File: src/rtl/instr_fetch_unit_if.sv
// instr_fetch_unit_if
//   Bundles the instruction-memory request/ack bus and the datapath
//   valid/ready handshake of the instruction fetch unit.
//   master : the fetch unit (drives imem_req/imem_addr and the instruction
//            outputs; receives imem_ack/imem_rdata, dp_ready and redirect info)
//   slave  : memory plus datapath side (the mirror image)
interface instr_fetch_unit_if;
  logic        imem_req;
  logic [31:0] imem_addr;
  logic        imem_ack;
  logic [31:0] imem_rdata;
  logic [31:0] instruccion;
  logic [31:0] PC;
  logic [31:0] PC_plus_4;
  logic        if_valid;
  logic        dp_ready;
  logic        jump;
  logic [31:0] jump_address;
  logic        branch_taken;
  logic [31:0] next_PC;
  logic        trap;

  modport master (
    output imem_req, imem_addr, instruccion, PC, PC_plus_4, if_valid, trap,
    input  imem_ack, imem_rdata, dp_ready, jump, jump_address, branch_taken, next_PC
  );

  modport slave (
    input  imem_req, imem_addr, instruccion, PC, PC_plus_4, if_valid, trap,
    output imem_ack, imem_rdata, dp_ready, jump, jump_address, branch_taken, next_PC
  );
endinterface

File: src/rtl/instr_fetch_unit.sv
// instr_fetch_unit
//   MIPS front end: owns the program counter, fetches over a req/ack memory
//   handshake, presents instruccion/PC/PC_plus_4 to the datapath with a
//   valid/ready handshake and picks the next PC from the datapath's
//   control-flow result (jump > branch_taken > sequential).
// Ports
//   clk    rising-edge clock
//   reset  asynchronous, active-low reset
//   bus    instr_fetch_unit_if.master (imem_*, instruccion, PC, PC_plus_4,
//          if_valid, dp_ready, jump, jump_address, branch_taken, next_PC, trap)
// Build option
//   IFU_MISALIGN_TRAP_EN : a misaligned redirect target sends the PC to
//   TRAP_VECTOR and pulses trap; without it the target's low two bits are
//   cleared and trap is tied low.
//
// state    | meaning
// ST_IDLE  | single cycle after reset release
// ST_FETCH | imem_req high at pc_q, waiting for imem_ack
// ST_HOLD  | instruction valid, waiting for dp_ready
module instr_fetch_unit #(
  parameter logic [31:0] RESET_PC    = 32'h0000_0000
`ifdef IFU_MISALIGN_TRAP_EN
  ,
  parameter logic [31:0] TRAP_VECTOR = 32'h0000_0080
`endif
) (
  input  logic               clk,
  input  logic               reset,
  instr_fetch_unit_if.master bus
);

  localparam logic [1:0] ST_IDLE  = 2'd0;
  localparam logic [1:0] ST_FETCH = 2'd1;
  localparam logic [1:0] ST_HOLD  = 2'd2;

  logic [1:0]  state;
  logic [31:0] pc_q;
  logic [31:0] pc_inc;
  logic [31:0] target;
  logic [31:0] pc_next;

  assign pc_inc = pc_q + 32'd4;

  always_comb begin
    target = pc_inc;
    if (bus.jump)              target = bus.jump_address;
    else if (bus.branch_taken) target = bus.next_PC;
  end

  // Request and address come straight from state, so an async reset drops
  // imem_req in the same instant it is asserted.
  assign bus.imem_req  = (state == ST_FETCH);
  assign bus.imem_addr = pc_q;

`ifdef IFU_MISALIGN_TRAP_EN
  logic misaligned;

  // pc_inc is always word aligned, so only a redirect can trap.
  assign misaligned = (bus.jump | bus.branch_taken) & (target[1:0] != 2'b00);
  assign pc_next    = misaligned ? TRAP_VECTOR : target;
`else
  assign pc_next  = target & 32'hFFFF_FFFC;
  assign bus.trap = 1'b0;
`endif

  always_ff @(posedge clk or negedge reset) begin
    if (!reset) begin
      state           <= ST_IDLE;
      pc_q            <= RESET_PC;
      bus.instruccion <= 32'h0;
      bus.PC          <= 32'h0;
      bus.PC_plus_4   <= 32'h0;
      bus.if_valid    <= 1'b0;
`ifdef IFU_MISALIGN_TRAP_EN
      bus.trap        <= 1'b0;
`endif
    end else begin
`ifdef IFU_MISALIGN_TRAP_EN
      bus.trap <= 1'b0;
`endif
      case (state)
        ST_IDLE: state <= ST_FETCH;
        ST_FETCH: begin
          if (bus.imem_ack) begin
            bus.instruccion <= bus.imem_rdata;
            bus.PC          <= pc_q;
            bus.PC_plus_4   <= pc_inc;
            bus.if_valid    <= 1'b1;
            state           <= ST_HOLD;
          end
        end
        ST_HOLD: begin
          if (bus.dp_ready) begin
            pc_q         <= pc_next;
            bus.if_valid <= 1'b0;
            state        <= ST_FETCH;
`ifdef IFU_MISALIGN_TRAP_EN
            bus.trap     <= misaligned;
`endif
          end
        end
        default: state <= ST_IDLE;
      endcase
    end
  end

endmodule

File: src/flat_wrapper.sv
// flat-port wrapper written by rule: the top's interface ports become plain ports
module instr_fetch_unit_flat 
#(
  parameter logic [31:0] RESET_PC    = 32'h0000_0000

)
  (clk, reset, bus_imem_req, bus_imem_addr, bus_instruccion, bus_PC, bus_PC_plus_4, bus_if_valid, bus_trap, bus_imem_ack, bus_imem_rdata, bus_dp_ready, bus_jump, bus_jump_address, bus_branch_taken, bus_next_PC);
  instr_fetch_unit_if bus_i ();
  input  logic clk;
  input  logic reset;
  output wire logic [$bits(bus_i.imem_req)-1:0] bus_imem_req;
  output wire logic [$bits(bus_i.imem_addr)-1:0] bus_imem_addr;
  output wire logic [$bits(bus_i.instruccion)-1:0] bus_instruccion;
  output wire logic [$bits(bus_i.PC)-1:0] bus_PC;
  output wire logic [$bits(bus_i.PC_plus_4)-1:0] bus_PC_plus_4;
  output wire logic [$bits(bus_i.if_valid)-1:0] bus_if_valid;
  output wire logic [$bits(bus_i.trap)-1:0] bus_trap;
  input wire logic [$bits(bus_i.imem_ack)-1:0] bus_imem_ack;
  input wire logic [$bits(bus_i.imem_rdata)-1:0] bus_imem_rdata;
  input wire logic [$bits(bus_i.dp_ready)-1:0] bus_dp_ready;
  input wire logic [$bits(bus_i.jump)-1:0] bus_jump;
  input wire logic [$bits(bus_i.jump_address)-1:0] bus_jump_address;
  input wire logic [$bits(bus_i.branch_taken)-1:0] bus_branch_taken;
  input wire logic [$bits(bus_i.next_PC)-1:0] bus_next_PC;
  assign bus_imem_req = bus_i.imem_req;
  assign bus_imem_addr = bus_i.imem_addr;
  assign bus_instruccion = bus_i.instruccion;
  assign bus_PC = bus_i.PC;
  assign bus_PC_plus_4 = bus_i.PC_plus_4;
  assign bus_if_valid = bus_i.if_valid;
  assign bus_trap = bus_i.trap;
  assign bus_i.imem_ack = bus_imem_ack;
  assign bus_i.imem_rdata = bus_imem_rdata;
  assign bus_i.dp_ready = bus_dp_ready;
  assign bus_i.jump = bus_jump;
  assign bus_i.jump_address = bus_jump_address;
  assign bus_i.branch_taken = bus_branch_taken;
  assign bus_i.next_PC = bus_next_PC;
  instr_fetch_unit #(.RESET_PC(RESET_PC)) u_core (.clk(clk), .reset(reset), .bus(bus_i));
endmodule
File: config.mk
export PLATFORM = sky130hd
export DESIGN_NAME = instr_fetch_unit_flat
export DESIGN_NICKNAME = d
export VERILOG_FILES = /design/src/rtl/instr_fetch_unit_if.sv /design/src/rtl/instr_fetch_unit.sv /design/src/flat_wrapper.sv
export SDC_FILE = /design/constraint.sdc
export NUM_CORES = 1
export LEC_CHECK = 0
export BUFFER_PORTS_ARGS = -buffer_cell sky130_fd_sc_hd__buf_4
export CAP_MARGIN = 30
export CORE_MARGIN = 4
export CORE_UTILIZATION = 49
export CTS_CLUSTER_SIZE = 16
export DETAILED_ROUTE_END_ITERATION = 10
export PLACE_DENSITY = 0.8
export SLEW_MARGIN = 40
export SYNTH_ARGS = -nofsm -noshare
export SYNTH_HDL_FRONTEND = slang
export SYNTH_SLANG_ARGS = --single-unit
File: constraint.sdc
create_clock -name clk -period 1.95 [get_ports clk]
set_input_delay 0 -clock clk [delete_from_list [all_inputs] [get_ports clk]]
set_output_delay 0 -clock clk [all_outputs]
set_load 0.005 [all_outputs]
==> impl_metrics.json <==
{
  "max_freq_mhz": 551,
  "root_buffer": "clkbuf_16",
  "whs_path_depth": 4,
  "clkLatencyLatePin_ps": 420,
  "r2r_cells": 5,
  "nFillCells": 745,
  "gp_congestion": 0.872,
  "postLayoutCoreUtil": 0.783,
  "power_density_mw_per_mm2": 1460,
  "yosysWarnings": 0,
  "cp_cell_sequence": "and3_1 -> nand3_1 -> or4_1 -> nor2_1 -> o21ai_0",
  "drc": 0,
  "postCtsSetupRepairBufs": 0,
  "setup_tns_ps": 0,
  "rsz0062_at_grt": "no",
  "cp_num_buf_inv": 0,
  "placementRows": 40,
  "clk_path_buf_depth": 2,
  "die-area_mm2": 0.0140,
  "initial_core_util": 0.500,
  "io_pins": 233,
  "grt_overflow": 0,
  "r2r_slack_ps": 140,
  "syn_inst": 556,
  "critPathArrivalTime_ps": 2110,
  "holdWs_ps": 9.01,
  "synth_area_per_cell_um2": 10.8,
  "ant_nets": 0,
  "cap_viol_max_count": 0,
  "min_path_type": "primary input to register",
  "hold_end": "u_core.bus.imem_addr[24]",
  "gr-usage-met2": 0.474,
  "cts_tree": "done",
  "reg2reg_to": "u_core.bus.imem_addr[31]",
  "tightest_slew_ps": 530,
  "cp_max_fo": 6,
  "hold_start": "bus_jump_address[24]",
  "synth_area_leaders": "dfrtp_1 (52%), mux2_2 (12%), o21ai_0 (4.9%), xnor2_1 (3.8%), nand2_1 (3.3%)",
  "synth_area_mm2": 0.00598,
  "portBuffers": 221,
  "coreArea_mm2": 0.0120,
  "grtUsageTotal": 0.282,
  "vias": 5841,
  "final_max_slew_viol_count": 0,
  "slew_headroom": 0.647,
  "clock_sinks": 125,
  "ys_seq_elements": 125,
  "synth.largest_area_cell": "dfrtp_1",
  "yosysSeqAreaShare": 0.523,
  "first_global_vias": 6145,
  "yosysUniqueCellTypes": 51,
  "cp_top_family": "simple AND/OR/NAND/NOR gates",
  "synth_top_area_share": 0.523,
  "min_period_over_period": 0.931,
  "hpwl_mm": 13.2,
  "regArea_mm2": 0.00313,
  "grt_pass1_wl_mm": 31.4,
  "multi_input_area_mm2": 0.00266,
  "grtUsageMet3": 0.0656,
  "antenna_cells": 0,
  "via_per_inst": 5.66,
  "cp.required_ps": 2240,
  "setup_viol": 0,
  "drtIter0Drc": 433,
  "r2r-start": "u_core.bus.imem_addr[18]",
  "ir_drop_mv": 0.871,
  "critPathMaxStageDelay_ps": 600,
  "grt_max_degree": 58,
  "ys.flop_type": "dfrtp_1",
  "wl_mm": 19.9,
  "status": "finished clean",
  "dr.pass1.iters": 5,
  "startpoint_type": "register",
  "p_leak_nw": 4.39,
  "synth-edff-count": 0,
  "grt_busiest_layer": "met2",
  "area_delta_synth_final_pct": 56.7,
  "grt_use_met1": 0.343,
  "path_depth": 5,
  "die_h_um": 118,
  "fp.dieW_um": 118,
  "path_class": "register to register",
  "crit_path_end_kind": "register",
  "drive_above_1_share": 0.416,
  "antenna_found_initial": 0,
  "clk_pin_slew_ps": 50,
  "nets": 975,
  "slowest_stage": "or4_1",
  "period_minus_slack_ps": 1810,
  "cts_made_buffers": 17,
  "wl_per_cell_um": 19.3,
  "htreeDepth": 4,
  "final_hold_viol_count": 0,
  "fin_worst_skew_ps": 7.94,
  "synthArstFlopShare": 1.00
}
==> cell usage after synthesis, types with 3 or more instances <==
cell type  instances
nor2b_1            5
a22o_1             9
nand4_1            4
o22ai_1            5
a22oi_1            3
and2_1             3
and3_1            11
buf_4              8
nor2_1            30
buf_1              6
buf_2              4
nand3_1            9
a21oi_1           30
a222oi_1           5
clkbuf_1          24
a221o_1            3
mux2_2            62
o2bb2ai_1         10
mux2i_1            3
o21ai_1            3
o21ai_0           58
xnor2_1           26
dfrtp_1          125
nor4_2             5
nor3_1             9
inv_1             10
nand2_1           52
nor4_1             3
==> final cells by class <==
class,count,area share
Inverter,10,0.00401
Clock inverter,6,0.0112
Tap cell,147,0.0196
Timing Repair Buffer,333,0.293
Multi-Input combinational cell,385,0.284
Sequential cell,125,0.334
Clock buffer,26,0.0544
==> flip-flops by register name (all words and copies together), names as in the netlist <==
signal / cells
u_core.bus.PC: 30
u_core.bus.PC_plus_4: 30
u_core.bus.if_valid: 1
u_core.bus.imem_addr: 30
u_core.bus.instruccion: 32
u_core.state: 2
==> repair_timing <==
| item | CTS | global route |
|---|---|---|
| hold buffers | 77 | 0 |
| gates resized for setup | 0 | 2 |
| endpoints found under the hold margin | 184 | 0 |
| setup endpoints to repair | 0 | 1 |
==> worst register-to-register path, stage by stage, from the launching register on <==
cell and delay, ps:
dfrtp_1 430, and3_1 270, nand3_1 220, or4_1 600
nor2_1 100, o21ai_0 80
==> cells in the final DEF (no fill, tap or decap), types with 17 or more instances in the layout <==
| cell | count |
|---|---|
| nand2_1 | 51 |
| dfrtp_1 | 125 |
| nor2_1 | 29 |
| a21oi_1 | 30 |
| clkbuf_16 | 17 |
| dlygate4sd3_1 | 77 |
| o21ai_0 | 58 |
| mux2_2 | 62 |
| buf_4 | 251 |
| xnor2_1 | 26 |
==> power breakdown <==
part	internal, mW	leakage, nW	switching [mW]
Sequential	3.81	1.53	0.832
Combinational	3.26	2.56	2.49
Clock	2.17	0.304	1.11
Total	9.25	4.39	4.43
==> metrics by stage <==
step / cells / setup slack [ps] / cell area (um2) / power, mW
3_3_place_gp: 923 / 195 / 7980 / 9.97
2_1_floorplan: 562 / 202 / 6000 / 7.00
5_1_grt: 1032 / 4.11 / 9370 / 14.4
6_report: 1032 / 135 / 9370 / 13.7
4_1_cts: 1032 / 89.2 / 9370 / 13.7
3_5_place_dp: 923 / 133 / 7980 / 10.2
==> kinds of logic (layout without fill, tap and decap cells) <==
logic type	after synthesis	count (layout)	share of synthesized area
buf+inv	52	375	0.0385
fa+ha+maj	1	1	0.00209
compound gates	136	136	0.140
mux	65	65	0.122
xor+xnor	28	28	0.0410
other cells	1	7	0.000627
flops	125	125	0.523
simple gates	148	148	0.133
==> how the worst max path moves through the flow <==
stage | to | slack, ps | startpoint
floorplan | u_core.bus.imem_addr[19] | 200 | u_core.bus.imem_addr[13]
global placement | u_core.bus.imem_addr[19] | 200 | u_core.bus.imem_addr[4]
detailed placement | u_core.bus.imem_addr[19] | 130 | u_core.bus.imem_addr[4]
CTS | u_core.bus.imem_addr[27] | 90 | u_core.bus.imem_addr[4]
global route | u_core.bus.imem_addr[30] | 4 | u_core.bus.imem_addr[18]
finish | u_core.bus.imem_addr[31] | 140 | u_core.bus.imem_addr[18]
==> metal layers <==
metal | up-vias | part of all wire
li1 | 2609 | -
met1 | 2870 | 0.39
met2 | 307 | 0.50
met3 | 55 | 0.070
met4 | 0 | 0.038
met5 | - | 0
(Power assumes the default switching activity.)
